`src/rtl/sprite_rom_arbiter.sv`:
```
// Two-requester arbiter for a shared falling-edge sprite ROM: round-robin with a burst limit.
// Define SPRITE_ROM_ARB_FIXED_PRI_EN to give requester 1 (sprite) absolute priority instead.
module sprite_rom_arbiter #(
    parameter int unsigned ADDR_W    = 17,
    parameter int unsigned DATA_W    = 4,
    parameter int unsigned MAX_BURST = 8
) (
    input  logic              vga_clk,
    input  logic              reset_n,
    input  logic              req0,
    input  logic              req1,
    input  logic [ADDR_W-1:0] addr0,
    input  logic [ADDR_W-1:0] addr1,
    output logic              gnt0,
    output logic              gnt1,
    output logic              vld0,
    output logic              vld1,
    output logic [DATA_W-1:0] data0,
    output logic [DATA_W-1:0] data1,
    output logic [ADDR_W-1:0] rom_address,
    input  logic [DATA_W-1:0] rom_q
);

    localparam logic [7:0] MaxBurst = 8'(MAX_BURST);

    // State names the requester granted at the last edge.
    typedef enum logic [1:0] {
        StIdle,
        StOwn0,
        StOwn1
    } state_e;

    state_e              state_q, state_d;
    logic [7:0]          burst_q, burst_d;
    logic                last_owner_q, last_owner_d;
    logic                gnt0_q, gnt0_d;
    logic                gnt1_q, gnt1_d;
    logic                vld0_q, vld0_d;
    logic                vld1_q, vld1_d;
    logic [DATA_W-1:0]   data0_q, data0_d;
    logic [DATA_W-1:0]   data1_q, data1_d;
    logic [ADDR_W-1:0]   rom_address_q, rom_address_d;

    // State register
    always_ff @(posedge vga_clk or negedge reset_n) begin
        if (!reset_n) begin
            state_q      <= StIdle;
            burst_q      <= 8'd0;
            last_owner_q <= 1'b1;
        end else begin
            state_q      <= state_d;
            burst_q      <= burst_d;
            last_owner_q <= last_owner_d;
        end
    end

    // Next-state: the next state is also the grant decision for this edge.
    always_comb begin
        state_d = StIdle;
`ifdef SPRITE_ROM_ARB_FIXED_PRI_EN
        if (req1) begin
            state_d = StOwn1;
        end else if (req0) begin
            state_d = StOwn0;
        end
`else
        unique case (state_q)
            StIdle: begin
                if (req0 && req1) begin
                    state_d = last_owner_q ? StOwn0 : StOwn1;
                end else if (req0) begin
                    state_d = StOwn0;
                end else if (req1) begin
                    state_d = StOwn1;
                end
            end
            StOwn0: begin
                if (req0 && req1) begin
                    state_d = (burst_q >= MaxBurst) ? StOwn1 : StOwn0;
                end else if (req0) begin
                    state_d = StOwn0;
                end else if (req1) begin
                    state_d = StOwn1;
                end
            end
            StOwn1: begin
                if (req0 && req1) begin
                    state_d = (burst_q >= MaxBurst) ? StOwn0 : StOwn1;
                end else if (req1) begin
                    state_d = StOwn1;
                end else if (req0) begin
                    state_d = StOwn0;
                end
            end
            default: state_d = StIdle;
        endcase
`endif
    end

    // Outputs and datapath next values
    always_comb begin
        gnt0_d        = (state_d == StOwn0);
        gnt1_d        = (state_d == StOwn1);
        rom_address_d = rom_address_q;
        burst_d       = burst_q;
        last_owner_d  = last_owner_q;
        // ROM answered on the falling edge for the address granted at the last rising edge.
        vld0_d        = gnt0_q;
        vld1_d        = gnt1_q;
        data0_d       = gnt0_q ? rom_q : data0_q;
        data1_d       = gnt1_q ? rom_q : data1_q;
        if (state_d != StIdle) begin
            rom_address_d = gnt1_d ? addr1 : addr0;
            last_owner_d  = gnt1_d;
            if (state_d == state_q) begin
                burst_d = (burst_q >= MaxBurst) ? MaxBurst : burst_q + 8'd1;
            end else begin
                burst_d = 8'd1;
            end
        end
    end

    always_ff @(posedge vga_clk or negedge reset_n) begin
        if (!reset_n) begin
            gnt0_q        <= 1'b0;
            gnt1_q        <= 1'b0;
            vld0_q        <= 1'b0;
            vld1_q        <= 1'b0;
            data0_q       <= '0;
            data1_q       <= '0;
            rom_address_q <= '0;
        end else begin
            gnt0_q        <= gnt0_d;
            gnt1_q        <= gnt1_d;
            vld0_q        <= vld0_d;
            vld1_q        <= vld1_d;
            data0_q       <= data0_d;
            data1_q       <= data1_d;
            rom_address_q <= rom_address_d;
        end
    end

    assign gnt0        = gnt0_q;
    assign gnt1        = gnt1_q;
    assign vld0        = vld0_q;
    assign vld1        = vld1_q;
    assign data0       = data0_q;
    assign data1       = data1_q;
    assign rom_address = rom_address_q;

endmodule
```
`config.mk`:
```
export PLATFORM = sky130hd
export DESIGN_NAME = sprite_rom_arbiter
export DESIGN_NICKNAME = d
export VERILOG_FILES = /design/src/rtl/sprite_rom_arbiter.sv
export SDC_FILE = /design/constraint.sdc
export NUM_CORES = 1
export LEC_CHECK = 0
export ABC_AREA = 1
export BUFFER_PORTS_ARGS = -buffer_cell sky130_fd_sc_hd__buf_2
export CAP_MARGIN = 30
export CORE_MARGIN = 3
export CORE_UTILIZATION = 30
export DETAILED_ROUTE_END_ITERATION = 6
export SYNTH_ARGS = -nofsm -noshare
export SYNTH_HDL_FRONTEND = slang
export SYNTH_SLANG_ARGS = --single-unit
export TNS_END_PERCENT = 100
```
`constraint.sdc`:
```
create_clock -name vga_clk -period 1.6 [get_ports vga_clk]
set_input_delay 0.16 -clock vga_clk [delete_from_list [all_inputs] [get_ports vga_clk]]
set_output_delay 0.16 -clock vga_clk [all_outputs]
set_load 0.02 [all_outputs]
```
After elaboration in Yosys (flattened, before gate mapping)
Cells that the tools add are included.
- register bits after elaboration: 40
- output and inout port bits: 29
- bits of input ports: 42
- word-level logic and storage cells: 34
- multiplexer cells: 14
- add/sub/neg operators: 1
- $lt $le $gt $ge: 1
- equal/unequal tests: 5
- reductions and logical operators: 3
- operators with widths (kind ; count):
    $mux W2 ; 9
    $mux W17 ; 1
    $mux W8 ; 2
    $add A8 B1 Y8 const B ; 1
    $ge A8 B4 Y1 const B ; 1
    $pmux W2 S3 ; 1
    $eq A2 B1 Y1 const B ; 2
    $eq A2 B2 Y1 const B ; 2
    $eq A2 B2 Y1 ; 1
    $logic_not A2 Y1 ; 1
    $reduce_bool A2 Y1 ; 1
    $logic_and A1 B1 Y1 ; 1
    $mux W1 ; 1

Longest topological paths before layout
- depth after elaboration: 6
- depth in mapped cells: 13
- gate-level depth less buffers: 12

Least setup slack after synthesis
Ideal clock, no wire load.
- kind: reg-to-reg
- start: register burst_q[4]
- end: register rom_address_q[0], in the netlist rom_address[0]
- path buffers: 1
- slack: 0.075 ns
- cell stages (with the launch flop): 12
- data required time: 1.479 ns
- library setup time: 0.121 ns
- clock period less this slack: 1.525 ns
- data arrival time: 1.404 ns
- cells stage by stage: dfrtp_1 nor2_2 nand3_2 nand2_1 nand2_2 nand2_4 clkinv_4 nand2_8 inv_8 buf_12 nand2_2 nand3_2
- cells in the longest elaborated chain, start to end: 6
- elaborated cells between the ends (all ways): 9
- those cells by class: order compare (1); eq/ne (1); mux (6); reduce/logical (1)
- ends and longest elaborated chain (what ; line ; RTL):
    from (decl) ; 34 ; logic [7:0] burst_q, burst_d;
    from (signal assigned) ; 52 ; burst_q <= burst_d;
    $ge A8 B4 Y1 * ; 79, 88 ;
    $mux W2 (on tied branches) ; 88, 79 ;
    $mux W2 (on tied branches) ; 87, 78 ;
    $pmux W2 S3 * ; 67 ; unique case (state_q)
    $eq A2 B2 Y1 ; 103 ; gnt1_d = (state_d == StOwn1);
    $mux W17 ; 113 ; rom_address_d = gnt1_d ? addr1 : addr0;
    to (signal assigned) ; 139 ; rom_address_q <= rom_address_d;
    to (decl) ; 42 ; logic [ADDR_W-1:0] rom_address_q, rom_address_d;
Every way passes the cells marked *; elsewhere a longest branch is shown, timed or not.
A chain may end at the register's enable or synchronous reset.

Worst setup path after layout
- start: register burst_q[4]
- end: register rom_address_q[11], in the netlist rom_address[11]
The elaborated chain is that of the path after synthesis.

==> metrics.md <==
| Metric | Value |
|---|---|
| WHS | `77.1 ps` |
| Max-Cap Viols | `0` |
| DRC violations left | `0` |
| Syn nets | `roughly 250` |
| Reg2reg path depth | `9` |
| Setup CP Type | `reg -> reg` |
| Via count | `1602` |
| Core area | `6390 um2` |
| Mapped Cells | `201` |
| N_diodes | `0` |
| Count of pins over their slew limit | `0` |
| Clock Path Buffers | `2` |
| Largest family of logic cells by synthesized area | `simple AND/OR/NAND/NOR gates` |
| Placed wire-length estimate | `approximately 3.2 mm` |
| GRT overflow | `0` |
| IO Port Bufs | `70` |
| Vias/cell | `approximately 4.4` |
| Status | `completed` |
| Synth Area in Simple Gates | `0.346` |
| Clock root buffer | `clkbuf_8` |
| Hold Path Class | `in -> reg` |
| Synthesized area per cell | `~10 um2` |
| Worst skew pair latency | `290 ps` |
| Register bit total from synthesis | `40` |
| Worst Setup End Kind | `register` |
| Die height | `around 90 um` |
| Worst-path maximum fanout | `21` |
| Nets | `about 330` |
| Yosys top cell area share | `0.490` |
| Synth warn | `0` |
| Most frequent cells in the layout | `buf_2 (70), nand2_1 (49), dfrtp_1 (39), nand2_2 (23), nand3_2 (17)` |
| Ports | `71` |
| Area share of xor/xnor cells in the synthesized design | `0.00440` |
| Crit start category | `register` |
| Total power | `between 5000 and 6000 uW` |
| Initial antenna violation count | `0` |
| Total track usage | `0.113` |
| DR top layer | `met4` |
| WL/cell | `around 12 um` |
| Clk_skew | `5.23 ps` |
| Final hold violation count | `0` |
| Initial cell density of the core | `0.312` |
| Pre-CTS WS | `between 40 and 50 ps` |
| TritonCTS clock tree | `done` |
| Worst Hold Depth | `3` |
| Mapped cell area | `1990 um2` |
| Min Tclk post-route | `1480 ps` |
| P&R area growth vs syn | `32.0%` |
| Routed wl met3 | `around 240 um` |
| Tightest Pin Transition | `491 ps` |
| DR iter-0 viols | `30` |
| Share of cells above drive strength 1 | `0.533` |
| Most common cell after layout, fill and taps aside | `buf_2` |
| Yosys cell types | `27` |
| Metal-1 WL | `between 1.5 and 2 mm` |
| DRT Pass-1 Iters | `4` |
| Seq/Total Area, Yosys | `0.503` |
| CTS clock-pin slew for the worst setup and hold paths | `approximately 80 ps` |
| Slew headroom | `0.673` |
| Max IR drop VDD | `938 uV` |
| Vias in the first global route | `between 1.5k and 2k` |
| Clock H-tree levels | `2` |
| Complex-gate fraction of the synthesized area | `0.0170` |
| RePlAce Congestion | `around 0.88` |
| Final WL | `around 4.2 mm` |
| Max Freq | `around 0.67 GHz` |
| Routed met2 length | `about 2.0 mm` |
| ANT nets after route | `0` |
| Die X | `roughly 90 um` |
| PnR worst setup slack | `~120 ps` |
| Area contributors post-synth | `dfrtp_1 (49%), nand2_1 (9.4%), nand3_2 (9.0%)` |
| Crit path DAT | `1710 ps` |
| Num CTS Buffers | `5` |
| Worst Path Required | `1830 ps` |
| Synth area leader | `dfrtp_1` |
| DIE AREA | `around 7700 um2` |
| Largest net degree at the start of global routing | `22` |
| Mux share of post-synthesis cell area | `0.0452` |
| Setup tns final | `0 ps` |
| # setup viols final | `0` |
| Period utilization | `0.926` |
| Num rows | `29` |
| Power Dens Cells | `about 2000 nW/um2` |
| Post-synthesis adder-cell area fraction | `0.0126` |
| Leakage | `roughly 0.0014 uW` |
| Clock sink total | `40` |
| First-pass GRT wire length | `6.84 mm` |
## final timing paths
kind                                                   from                     endpoint  slack [ps]
worst max register to register       burst_q[4]$_DFFE_PN0P_  rom_address[11]$_DFFE_PN0P_         120
min in group asynchronous                           reset_n         state_q[1]$_DFF_PN0_         380
worst max-delay path                 burst_q[4]$_DFFE_PN0P_  rom_address[11]$_DFFE_PN0P_         120
worst min register to register  rom_address[12]$_DFFE_PN0P_  rom_address[12]$_DFFE_PN0P_         490
worst min-delay path                              addr1[14]  rom_address[14]$_DFFE_PN0P_          80
max in group asynchronous                           reset_n     last_owner_q$_DFFE_PN1P_         670
## state kept, by name, indices dropped and copies added (netlist names), 2 cells and up
| register | flops |
|---|---|
| state_q | 2 |
| data0 | 4 |
| burst_q | 8 |
| data1 | 4 |
| rom_address | 17 |
## per-layer routing
layer	up-vias	global-route usage
li1	803	-
met1	745	0.146
met2	48	0.183
met3	6	0.0284
met4	0	0.0377
met5	-	0
## metrics by stage
step	std cells	instance area [um2]	util
after global placement	347	2420	0.379
after global routing	362	2630	0.412
after detailed placement	347	2420	0.379
final	362	2630	0.412
after floorplan	201	1990	-
after CTS	356	2550	0.399
## synthesized netlist by cell type, drive strengths merged
library cell  count
nand2            76
dfrtp            39
nand3            26
inv              19
nor2             13
mux2              8
nand4             5
buf               4
a21oi             2
ha                2
o21ai             2
a31oi             1
clkinv            1
dfstp             1
o211ai            1
xnor2             1
## timing repair
item / CTS / global route
buffers inserted: 0 / 6
gates resized for setup: 0 / 9
endpoints found under the setup margin: 0 / 21
hold endpoints to repair: 19 / 0
hold buffers: 1 / 0
## cell families (layout without fill, tap and decap cells)
logic type	count (synthesis)	after routing
AND/OR/NAND/NOR	120	120
flip-flops	40	40
buffers and inverters	24	108
multiplexers	8	8
AO/OA/AOI/OAI	6	6
adder cells (fa/ha/maj)	2	2
XOR/XNOR	1	1
## power breakdown
group          leakage, uW  internal, uW  switching (uW)  total, uW
Clock            0.0000548           470             372        842
Sequential        0.000490          1470             342       1810
Combinational     0.000842           974            1610       2580
Total              0.00139          2910            2320       5230
## critical path, stage by stage (launching register included)
cell and delay, ps:
dfrtp_1 420, nor2_4 170, nand4_1 100, nand2_1 140, nand3_2 110, nand2_4 140
nand2_8 90, inv_12 130, nand2_2 70, nand3_2 50
## final cells by class
class | instances | area [um2]
fillers | 637 | 3760
flip-flops and latches | 40 | 1000
multi-input cells | 137 | 878
repair buffers | 80 | 440
inverters | 20 | 97.6
well taps | 77 | 96.3
clock buffers | 5 | 68.8
clock inverters | 3 | 46.3
No activity file was read; power rests on OpenSTA's default activity.
